[src/rtl/nic8_pkg.sv]
// Shared nic8 definitions: machine word width and word type.
package nic8_pkg;

    localparam int unsigned WORD_W = 8;

    typedef logic [WORD_W-1:0] word_t;

endpackage : nic8_pkg

[src/rtl/out_fifo.sv]
// Generic synchronous FIFO with registered occupancy, full and empty flags.
// Pop while empty is ignored; push while full is accepted only with a pop.
module out_fifo #(
    parameter int unsigned DEPTH = 8,
    parameter int unsigned WIDTH = 8
) (
    input  logic                       clk,
    input  logic                       reset,
    input  logic                       push,
    input  logic                       pop,
    input  logic [WIDTH-1:0]           wdata,
    output logic [WIDTH-1:0]           rdata,
    output logic [$clog2(DEPTH+1)-1:0] count,
    output logic                       full,
    output logic                       empty
);

    localparam int unsigned PTR_W = $clog2(DEPTH);
    localparam int unsigned CNT_W = $clog2(DEPTH + 1);

    logic [WIDTH-1:0] mem_q [DEPTH];
    logic [PTR_W-1:0] wr_ptr_q, wr_ptr_d;
    logic [PTR_W-1:0] rd_ptr_q, rd_ptr_d;
    logic [CNT_W-1:0] count_q, count_d;
    logic             full_q, full_d;
    logic             empty_q, empty_d;
    logic             do_push;
    logic             do_pop;

    // Qualify requests, advance pointers (power-of-two wrap) and track occupancy.
    always_comb begin
        do_pop   = pop && !empty_q;
        do_push  = push && (!full_q || do_pop);
        wr_ptr_d = wr_ptr_q;
        rd_ptr_d = rd_ptr_q;
        count_d  = count_q;
        if (do_push) begin
            wr_ptr_d = wr_ptr_q + PTR_W'(1);
        end
        if (do_pop) begin
            rd_ptr_d = rd_ptr_q + PTR_W'(1);
        end
        if (do_push && !do_pop) begin
            count_d = count_q + CNT_W'(1);
        end else if (do_pop && !do_push) begin
            count_d = count_q - CNT_W'(1);
        end
        full_d  = (count_d == CNT_W'(DEPTH));
        empty_d = (count_d == CNT_W'(0));
    end

    // State registers; storage is cleared on reset so the head reads 0 when empty.
    always_ff @(posedge clk) begin
        if (reset) begin
            for (int i = 0; i < int'(DEPTH); i++) begin
                mem_q[i] <= '0;
            end
            wr_ptr_q <= '0;
            rd_ptr_q <= '0;
            count_q  <= '0;
            full_q   <= 1'b0;
            empty_q  <= 1'b1;
        end else begin
            if (do_push) begin
                mem_q[wr_ptr_q] <= wdata;
            end
            wr_ptr_q <= wr_ptr_d;
            rd_ptr_q <= rd_ptr_d;
            count_q  <= count_d;
            full_q   <= full_d;
            empty_q  <= empty_d;
        end
    end

    assign rdata = mem_q[rd_ptr_q];
    assign count = count_q;
    assign full  = full_q;
    assign empty = empty_q;

endmodule : out_fifo

[src/rtl/out_port.sv]
// nic8 output port: architectural Q register plus a ready/valid FIFO toward
// the external sink, with a sticky overflow flag for dropped writes.
// Optional OUT_PORT_DEDUP_EN: writes equal to the current qreg are not queued.
module out_port
    import nic8_pkg::*;
#(
    parameter int unsigned DEPTH = 8,
    parameter int unsigned WIDTH = WORD_W
) (
    input  logic                       clk,
    input  logic                       reset,
    input  logic                       wr_en,
    input  logic [WIDTH-1:0]           wr_data,
    output logic [WIDTH-1:0]           qreg,
    output logic                       m_valid,
    output logic [WIDTH-1:0]           m_data,
    input  logic                       m_ready,
    output logic [$clog2(DEPTH+1)-1:0] count,
    output logic                       overflow,
    output logic                       full
);

    logic [WIDTH-1:0] qreg_q, qreg_d;
    logic             ovf_q, ovf_d;
    logic             dup_c;
    logic             push_c;
    logic             pop_c;
    logic             fifo_full;
    logic             fifo_empty;

`ifdef OUT_PORT_DEDUP_EN
    assign dup_c = wr_en && (wr_data == qreg_q);
`else
    assign dup_c = 1'b0;
`endif

    // Push gating, Q register update and overflow detection.
    always_comb begin
        pop_c  = !fifo_empty && m_ready;
        push_c = wr_en && !dup_c && (!fifo_full || pop_c);
        qreg_d = wr_en ? wr_data : qreg_q;
        ovf_d  = ovf_q || (wr_en && !dup_c && fifo_full && !pop_c);
    end

    // Q register and sticky overflow.
    always_ff @(posedge clk) begin
        if (reset) begin
            qreg_q <= '0;
            ovf_q  <= 1'b0;
        end else begin
            qreg_q <= qreg_d;
            ovf_q  <= ovf_d;
        end
    end

    out_fifo #(
        .DEPTH (DEPTH),
        .WIDTH (WIDTH)
    ) u_fifo (
        .clk   (clk),
        .reset (reset),
        .push  (push_c),
        .pop   (pop_c),
        .wdata (wr_data),
        .rdata (m_data),
        .count (count),
        .full  (fifo_full),
        .empty (fifo_empty)
    );

    assign qreg     = qreg_q;
    assign overflow = ovf_q;
    assign full     = fifo_full;
    assign m_valid  = !fifo_empty;

endmodule : out_port
[config.mk]
export PLATFORM = sky130hd
export DESIGN_NAME = out_port
export DESIGN_NICKNAME = d
export VERILOG_FILES = /design/src/rtl/nic8_pkg.sv /design/src/rtl/out_fifo.sv /design/src/rtl/out_port.sv
export SDC_FILE = /design/constraint.sdc
export NUM_CORES = 1
export LEC_CHECK = 0
export ABC_AREA = 1
export CELL_PAD_IN_SITES_DETAIL_PLACEMENT = 1
export CELL_PAD_IN_SITES_GLOBAL_PLACEMENT = 1
export CORE_UTILIZATION = 40
export CTS_CLUSTER_DIAMETER = 50
export CTS_CLUSTER_SIZE = 24
export DETAILED_ROUTE_END_ITERATION = 12
export PLACE_DENSITY_LB_ADDON = 0.3
export SYNTH_ARGS = -nofsm -noshare
export SYNTH_HDL_FRONTEND = slang
export SYNTH_SLANG_ARGS = --single-unit
[constraint.sdc]
create_clock -name clk -period 1.6 [get_ports clk]
set_input_delay 0.32 -clock clk [delete_from_list [all_inputs] [get_ports clk]]
set_output_delay 0.32 -clock clk [all_outputs]
set_load 0.02 [all_outputs]
======== Yosys cells after proc, flatten, opt, wreduce, memory -nomap -nowiden ========
Memory sizes are Yosys's and may differ from the RTL's. A register that Yosys moved wholly into a read port is not among the register bits.
Index checks and enable logic that the tools add are counted.
storage, ports and cells
  register bits ........................... 21
  latch bits .............................. 0
  memory bits (writable) .................. 64
  memory bits (read-only) ................. 0
  input bits .............................. 12
  word-level logic and storage cells ...... 43
  memories kept ........................... 1
operators by class
  add/sub/neg operators ................... 4
  multiply operators ...................... 0
  divide/modulo/power cells ............... 0
  $lt $le $gt $ge ......................... 0
  equality and inequality tests ........... 1
  shifts and indexed selects .............. 0
  multiplexer cells ....................... 12
  bitwise gates (word level) .............. 0
  reduce and logical (&&, ||, !) cells .... 18
memory list
  name          depth  width  rd ports  clocked after memory_dff  write ports  RTL line        source
  u_fifo.mem_q  8      8      1         1                         8            out_fifo.sv:21  logic [WIDTH-1:0] mem_q [DEPTH];
operators with widths
  cell                 count
  $mux 3               3
  $logic_and 1x1->1    8
  $mux 4               2
  $mux 8               1
  $reduce_or 8->1      1
  $add 3x1->3 const B  2
  $mux 1               6
  $logic_not 1->1      5
  $add 4x1->4 const B  1
  $eq 4x4->1 const B   1
  $logic_not 4->1      1
  $sub 4x1->4 const B  1
  $logic_or 1x1->1     3

======== Longest topological paths before layout ========
Gate-level depths: netlist of run 1.
  depth after elaboration ................. 10
  depth in mapped cells ................... 10
  mapped depth without buffers ............ 10

======== Cells and area by module ========
A second synthesis of run 1 with hierarchy kept.
unflattened totals
  cells, all modules ...................... 415
  area total of the unflattened synthesis .. 3892.5 um^2
modules (own cells, without submodules)
  module    times used  cells each  area each (um^2)  sequential area each (um^2)
  out_fifo  1           370         3538.4            2222.1
  out_port  1           45          354.1             180.2

======== Worst setup path before layout of run 1 ========
Ideal clock, no wire load.
  path type ............................... reg2reg
  start ................................... reg u_fifo.empty_q (netlist: u_fifo.empty)
  end ..................................... mem u_fifo.mem_q[0][0] (enable)
  arrival ................................. 1291 ps
  path slack .............................. -20 ps
  stages on the path, launching flop included .. 8
  clock period less this slack ............ 1620 ps
  cell sequence ........................... dfxtp_1 -> inv_2 -> nand2_2 -> a21oi_4 -> nand2_4 -> inv_2 -> nand3_2 -> nand2_1
RTL lines
  what                    RTL line        source
  from (decl)             out_fifo.sv:26  logic empty_q, empty_d;
  from (signal assigned)  out_fifo.sv:71  empty_q <= empty_d;
  to (decl)               out_fifo.sv:21

==> metrics.md, run 1 <==
| Metric | Value |
|---|---|
| Setup WS pre-CTS | -0.5328 ns |
| Final Hold Vio Count | 0 |
| Global route total overflow | 0 |
| Syn_nets | 419 |
| Clock slew seen by the registers of the worst setup and hold paths | 0.10 ns |
| Synth top area share | 0.4958 |
| Cell area after layout | 5162 sq um |
| Routability-driven placement congestion ratio | 0.8844 |
| Synth top area cells | edfxtp_1 (50%), nor2_1 (13%), dfxtp_1 (12%) |
| Max Slew Vio Count | 0 |
| Tmin final | 2.012 ns |
| First-pass iteration count of the detailed router | 4 |
| Vias | 3215 |
| Vias/cell | 5.161 |
| Class of the worst hold path | reg2reg |
| Die height | 100.4 um |
| DP Area | 4787 sq um |
| Nets | 505 |
| CTS sink count | 88 |
| Initial Util | 0.4156 |
| # rows | 35 |
| Number of global-route vias before repair | 3514 |
| Synth area leader | edfxtp_1 |
| Most frequent cells after synthesis | nor2_1 (135), edfxtp_1 (64), o21ai_0 (44) |
| Count of flip-flops with a built-in enable after synthesis | 64 |
| Maxcap violations | 0 |
| Sequential fraction of the synthesis area | 0.6198 |
| Hpwl dp | 8.045 mm |
| Measured slew at the worst slew-check pin | 0.3976 ns |
| # IOs | 35 |
| Final Instance Count excl. Fillers | 623 |
| Async S/R FF share, synth | 0 |
| Syn-to-layout area delta | 33.18% |
| Antenna cell count | 0 |
| TritonCTS clock tree | done |
| RSZ-0062 raised after global routing | yes |
| Detail Route Antenna Nets | 0 |
| PortBufs | 34 |
| Final worst setup slack | -0.4119 ns |
| Core Region | 9328 sq um |
| Largest net degree at the start of global routing | 20 |
| FMAX | 497.0 MHz |
| Leak Pwr | 2.217 nW |
| PD cells | 1050 nW/um^2 |
| Die ar. | 10090 sq um |
| Critical Path End Type | primary output |
| Avg Cell Area, Syn | 9.618 sq um |
| Hold_ws | 0.5015 ns |
| Critical Path Source Type | register |
| Max Root-Sink Buffers | 2 |
| Clk Latency, worst-skew pair | 0.37 ns |
| Fin crit share | 1.257 |
| First-pass GRT wire length | 18.58 mm |
| Layout cells sized above 1 | 0.2409 |
| Crit path DAT | 1.69 ns |
| Die width | 100.4 um |
| Yosys warnings | 0 |
| Clock root cell | clkbuf_8 |
| Setup tns final | -2.826 ns |
| Setup violators final | 8 |
| Critical Path RT | 1.28 ns |
| Placed cell count | 605 |
| Outcome | finished with violations |
| Drt initial violations | 125 |
| Worst Clk Skew | 0.01960 ns |
| Synthesized area | 3876 sq um |
| Post-layout util | 0.5535 |
| Overall routing resource usage | 0.2552 |
| Top-count cell post-synth | nor2_1 |
| Final WL | 11.98 mm |
| Relative slew slack | 0.7346 |
| Failing checks | setup timing |
| Crit-path max FO | 8 |
| Most used DFF post-synth | edfxtp_1 |
| CTS HTree Levels | 3 |
| Setup CP Type | reg2out |
| Cell variety after synth | 24 |
| Drt drc | 0 |
| Max rail drop VDD | 0.0004236 V |
| Mean routed wirelength per cell | 19.22 um |
| Post-Syn Instances | 403 |
| Initial antenna violation count | 0 |
| Inserted Clock Buffers | 9 |
| #FFs+latches synth | 88 |
| Overall Power | 5.419 mW |
| Hold Buf Count CTS | 0 |
==> routing by layer <==
metal  track usage  share of wire  vias up  wire (um)
met4        0.1237          0.039        0        472
li1              -              -     1529          -
met5             0              0        -          0
met1        0.2969           0.41     1548       4865
met3       0.04805          0.049       34        583
met2        0.4515           0.51      104       6053
==> power breakdown <==
group	internal [mW]	switching (mW)	leakage [nW]	total (mW)
logic	0.444	0.630	1.24	1.07
clock network	0.862	0.832	0.117	1.69
registers	2.57	0.0851	0.863	2.65
total	3.87	1.55	2.22	5.42
==> cell type report <==
type	instances	area, sq um
Multi-Input combinational cell	270	1404
Clock buffer	14	209.0
Sequential cell	88	2411
Inverter	31	123.9
Clock inverter	2	15.01
Timing Repair Buffer	89	838.3
Fill cell	1062	4165
Tap cell	129	161.4
==> logic make-up (layout without fill, tap and decap cells) <==
family / after synthesis / in the layout / share of synthesized area
adders and majority gates: 4 / 4 / 0.01291
and+or+nand+nor: 188 / 188 / 0.2082
AOI/OAI and AO/OA: 75 / 75 / 0.1059
xor gates and xnor gates: 3 / 3 / 0.006780
buffers and inverters: 45 / 136 / 0.04648
DFF: 88 / 88 / 0.6198
==> registers in the layout, summed over array words and instances (netlist names), named ones only <==
signal	count
u_fifo.mem_q	64
qreg	8
u_fifo.count	4
u_fifo.rd_ptr_q	3
u_fifo.wr_ptr_q	3
overflow	1
u_fifo.empty	1
u_fifo.full	1
==> repair_timing <==
item,4_1_cts,5_1_grt
buffers inserted,1,1
gates resized for setup,94,38
pin swaps,14,10
endpoints found under the setup margin,31,56
cloned,1,0
==> cells in the final DEF (no fill, tap or decap), types with 7 or more instances in the layout <==
cell             netlist  layout
edfxtp_1              64      64
inv_1                 19      17
buf_12                 0       7
buf_4                  0      49
dlygate4sd2_1          0      15
clkbuf_8               0      11
dfxtp_1               24      21
nor2_1               135     129
clkdlybuf4s50_1        0      10
o21ai_1                0      16
o21ai_0               44      23
a31oi_1                9       9
nand2_4                5       9
nand2_1               30      25
clkinv_1               9       9
nand3_1               11      11
a21oi_1               12      12
==> final timing paths <==
kind                                   start            endpoint  slack (ns)  depth (start not counted)
worst max-delay path                register           m_data[4]       -0.41                          6
worst min-delay path                overflow            overflow        0.50                          2
worst max register to register  u_fifo.empty  u_fifo.mem_q[3][0]        0.08                          8
worst min register to register      overflow            overflow        0.50                          2
==> worst max-delay path: stages, from the launching register on <==
cell	delay, ns
dfxtp_4	0.44
buf_8	0.15
o21ai_2	0.10
o22ai_4	0.21
nor2_1	0.06
a31oi_1	0.17
buf_4	0.17
Power figures use the tool's default switching activity.
==> run 2: changes to the inputs <==
Settings changed: ABC_AREA 1 to unset, CORE_UTILIZATION 40 to 43.
==> run 2 against run 1 <==
- the run still ends with setup timing left
- register-to-register slack got worse by 0.06 ns
- synthesized cell count is 29% lower
- utilization increased by 1.0 points
- global-route usage shrank 4.6 points
- clock-buffer cell count decreased by 4
- final area down 2.9%
- critical path depth fell by 2
- via count decreased by 23%
==> metrics.md, run 2 <==
| Metric | Value |
|---|---|
| Async S/R FF share, synth | 0 (unchanged) |
| Count of flip-flops with a built-in enable after synthesis | 64 (unchanged) |
| Hpwl dp | 6.649 mm (-17%) |
| Worst Clk Skew | 0.009652 ns (-0.009943 ns) |
| Highest cell delay on the worst timing path | 0.50 ns (+0.06 ns) |
| Largest register FFs | 64 (unchanged) |
| Global route total overflow | 0 (unchanged) |
| FMAX | 467.0 MHz (-6.0%) |
| Nets | 368 (-27%) |
| Crit path DAT | 1.82 ns (+0.13 ns) |
| Worst R2R Setup Slack | 0.02 ns (-0.06 ns) |
| Synth area leader | edfxtp_1 |
| Initial antenna violation count | 0 (unchanged) |
| Outcome | finished with violations |
| Clock root cell | clkbuf_8 |
| Drt initial violations | 96 (-23%) |
| Relative slew slack | 0.7317 (-0.002904) |
| First-pass GRT wire length | 14.82 mm (-20%) |
| Number of global-route vias before repair | 2652 (-25%) |
| Max rail drop VDD | 0.0004239 V (about the same) |
| Combinational Power Share | 0.190 (-0.008) |
| Commonest non-fill, non-tap cells in the layout | and2_1 (64), edfxtp_1 (64), buf_4 (29) |
| Clock slew seen by the registers of the worst setup and hold paths | 0.09 ns (about the same) |
| Layout cells sized above 1 | 0.3249 (+0.08404) |
| Sequential fraction of the synthesis area | 0.5957 (-0.02404) |
| Crit-path max FO | 8 (unchanged) |
| Hold path startpoint | wr_en |
| Overall Power | 5.060 mW (-6.6%) |
| Critical Path Source Type | register |
| Synth top area share | 0.4766 (-0.01923) |
| Setup WS pre-CTS | -0.5718 ns (-0.03907 ns) |
| Vias/cell | 5.314 (+3.0%) |
| Switching Fraction | 0.2784 (-0.007138) |
| Max Root-Sink Buffers | 2 (unchanged) |
| # IOs | 35 (unchanged) |
| Clk Latency, worst-skew pair | 0.37 ns (about the same) |
| RSZ-0062 raised after global routing | yes |
| Class of the worst hold path | in2reg |
| CP cell instances | buf_12 -> mux4_2 -> mux2_4 -> buf_6 |
| Die height | 98.84 um (-1.6%) |
| Tmin final | 2.141 ns (+0.1294 ns) |
| Synth top area cells | edfxtp_1 (48%), dfxtp_1 (12%), and2_1 (9.9%) |
| Final WL | 9.463 mm (-21%) |
| Detail Route Antenna Nets | 0 (unchanged) |
| Sequential Power Share | 0.525 (+0.036) |
| Initial Util | 0.4536 (+0.03800) |
| P_sw | 1.409 mW (-9.0%) |
| Die width | 98.84 um (-1.6%) |
| Mean routed wirelength per cell | 20.35 um (+5.9%) |
| Measured slew at the worst slew-check pin | 0.4012 ns (+0.003537 ns) |
| Reg2reg start | u_fifo.count[0] |
| Post-layout util | 0.5639 (+0.01044) |
| Most used DFF post-synth | edfxtp_1 |
| # rows | 34 (-2.9%) |
| Internal power | 3.652 mW (-5.7%) |
| TritonCTS clock tree | done |
| Routability-driven placement congestion ratio | 0.8475 (-4.2%) |
| Maxcap violations | 0 (unchanged) |
| Die ar. | 9769 sq um (-3.2%) |
| Yosys warnings | 0 (unchanged) |
| Inserted Clock Buffers | 9 (unchanged) |
| Final worst setup slack | -0.5413 ns (-0.1294 ns) |
| Most frequent cells after synthesis | and2_1 (64), edfxtp_1 (64), dfxtp_1 (24) |
| Top reg by flops | u_fifo.mem_q |
| Setup violators final | 8 (unchanged) |
| Critical Path RT | 1.28 ns (about the same) |
| Avg Cell Area, Syn | 14.05 sq um (+46%) |
| Vias | 2471 (-23%) |
| Setup CP Type | reg2out |
| Post-Syn Instances | 287 (-29%) |
| Syn_nets | 303 (-28%) |
| Synthesized area | 4033 sq um (+4.0%) |
| PD cells | 1009 nW/um^2 (-3.9%) |
| Leak Pwr | 1.986 nW (-10%) |
| Syn-to-layout area delta | 24.33% |
| Final Hold Vio Count | 0 (unchanged) |
| Hold Buf Count CTS | 0 (unchanged) |
| Core Region | 8891 sq um (-4.7%) |
| Cell variety after synth | 46 (+92%) |
| Max Slew Vio Count | 0 (unchanged) |
| CTS sink count | 88 (unchanged) |
| Slowest-stage cell, CP | mux4_2 |
| Failing checks | setup timing |
| First-pass iteration count of the detailed router | 4 (unchanged) |
| Critical Path End Type | primary output |
| Drt drc | 0 (unchanged) |
| CTS HTree Levels | 3 (unchanged) |
| Fin crit share | 1.338 (+0.08087) |
| Largest net degree at the start of global routing | 23 (+15%) |
| PortBufs | 34 (unchanged) |
| #FFs+latches synth | 88 (unchanged) |
| Overall routing resource usage | 0.2092 (-0.04599) |
| Clk pwr share | 0.285 (-0.028) |
| Antenna cell count | 0 (unchanged) |
## run 2: power by group through the flow
stage | clock network [mW] | registers [mW] | logic, mW
after floorplan | 0 | 2.72 | 0.542
after global placement | 0 | 2.70 | 0.922
after detailed placement | 0 | 2.70 | 0.952
after CTS | 1.44 | 2.65 | 0.996
after global routing | 1.52 | 2.67 | 1.03
final | 1.44 | 2.66 | 0.963
## run 2: area by class of cell
class                   count  area [sq um]
fillers                   896          3877
flip-flops and latches     88          2422
multi-input cells         181          1614
repair buffers             68         654.4
well taps                 108         135.1
clock buffers              10         127.6
clock inverters             6         45.04
inverters                   4         15.01
## run 2: repair_timing
action                                  CTS  global route
gates cloned                              1             0
pin swaps                                 1             4
resized for setup                        70             8
endpoints found under the setup margin   89            66
setup buffers                             1             0
hold endpoints to repair                  0             0
## run 2: kinds of logic (layout without fill, tap and decap cells)
family	Yosys count	after routing	synth area share
and+or+nand+nor	124	124	0.1896
buffers and inverters	18	88	0.02606
xor gates and xnor gates	7	7	0.01707
AOI/OAI and AO/OA	14	14	0.02761
adders and majority gates	4	4	0.01241
muxes	32	32	0.1316
DFF	88	88	0.5957
## run 2: critical path: cells and delay by family, from the launching register on
family,cells,cell delay [ns]
buf+inv,2,0.28
flops,1,0.39
mux,2,0.78
## run 2: stage by stage
stage | instance area, sq um | hold WS [ns] | instances | TNS (ns)
after CTS | 5017 | 0.4908 | 466 | -4.588
after detailed placement | 4792 | 0.4617 | 448 | -55.65
after global routing | 5014 | 0.4633 | 465 | -4.802
final | 5014 | 0.4297 | 465 | -4.269
after floorplan | 4126 | 0.4541 | 287 | -1.052
after global placement | 4792 | 0.4611 | 448 | -52.41
## run 2: worst paths after layout
check | end | depth (start not counted)
worst max-delay path | m_data[2] | 4
worst min-delay path | u_fifo.count[1] | 3
worst max register to register | u_fifo.full | 6
worst min register to register | overflow | 2
## run 2: layer usage
metal	routed length, um	up-vias	global-route usage
li1	-	1155	-
met1	4050	1245	0.2546
met2	4933	60	0.3744
met3	347	11	0.03617
met4	133	0	0.07233
met5	0	-	0
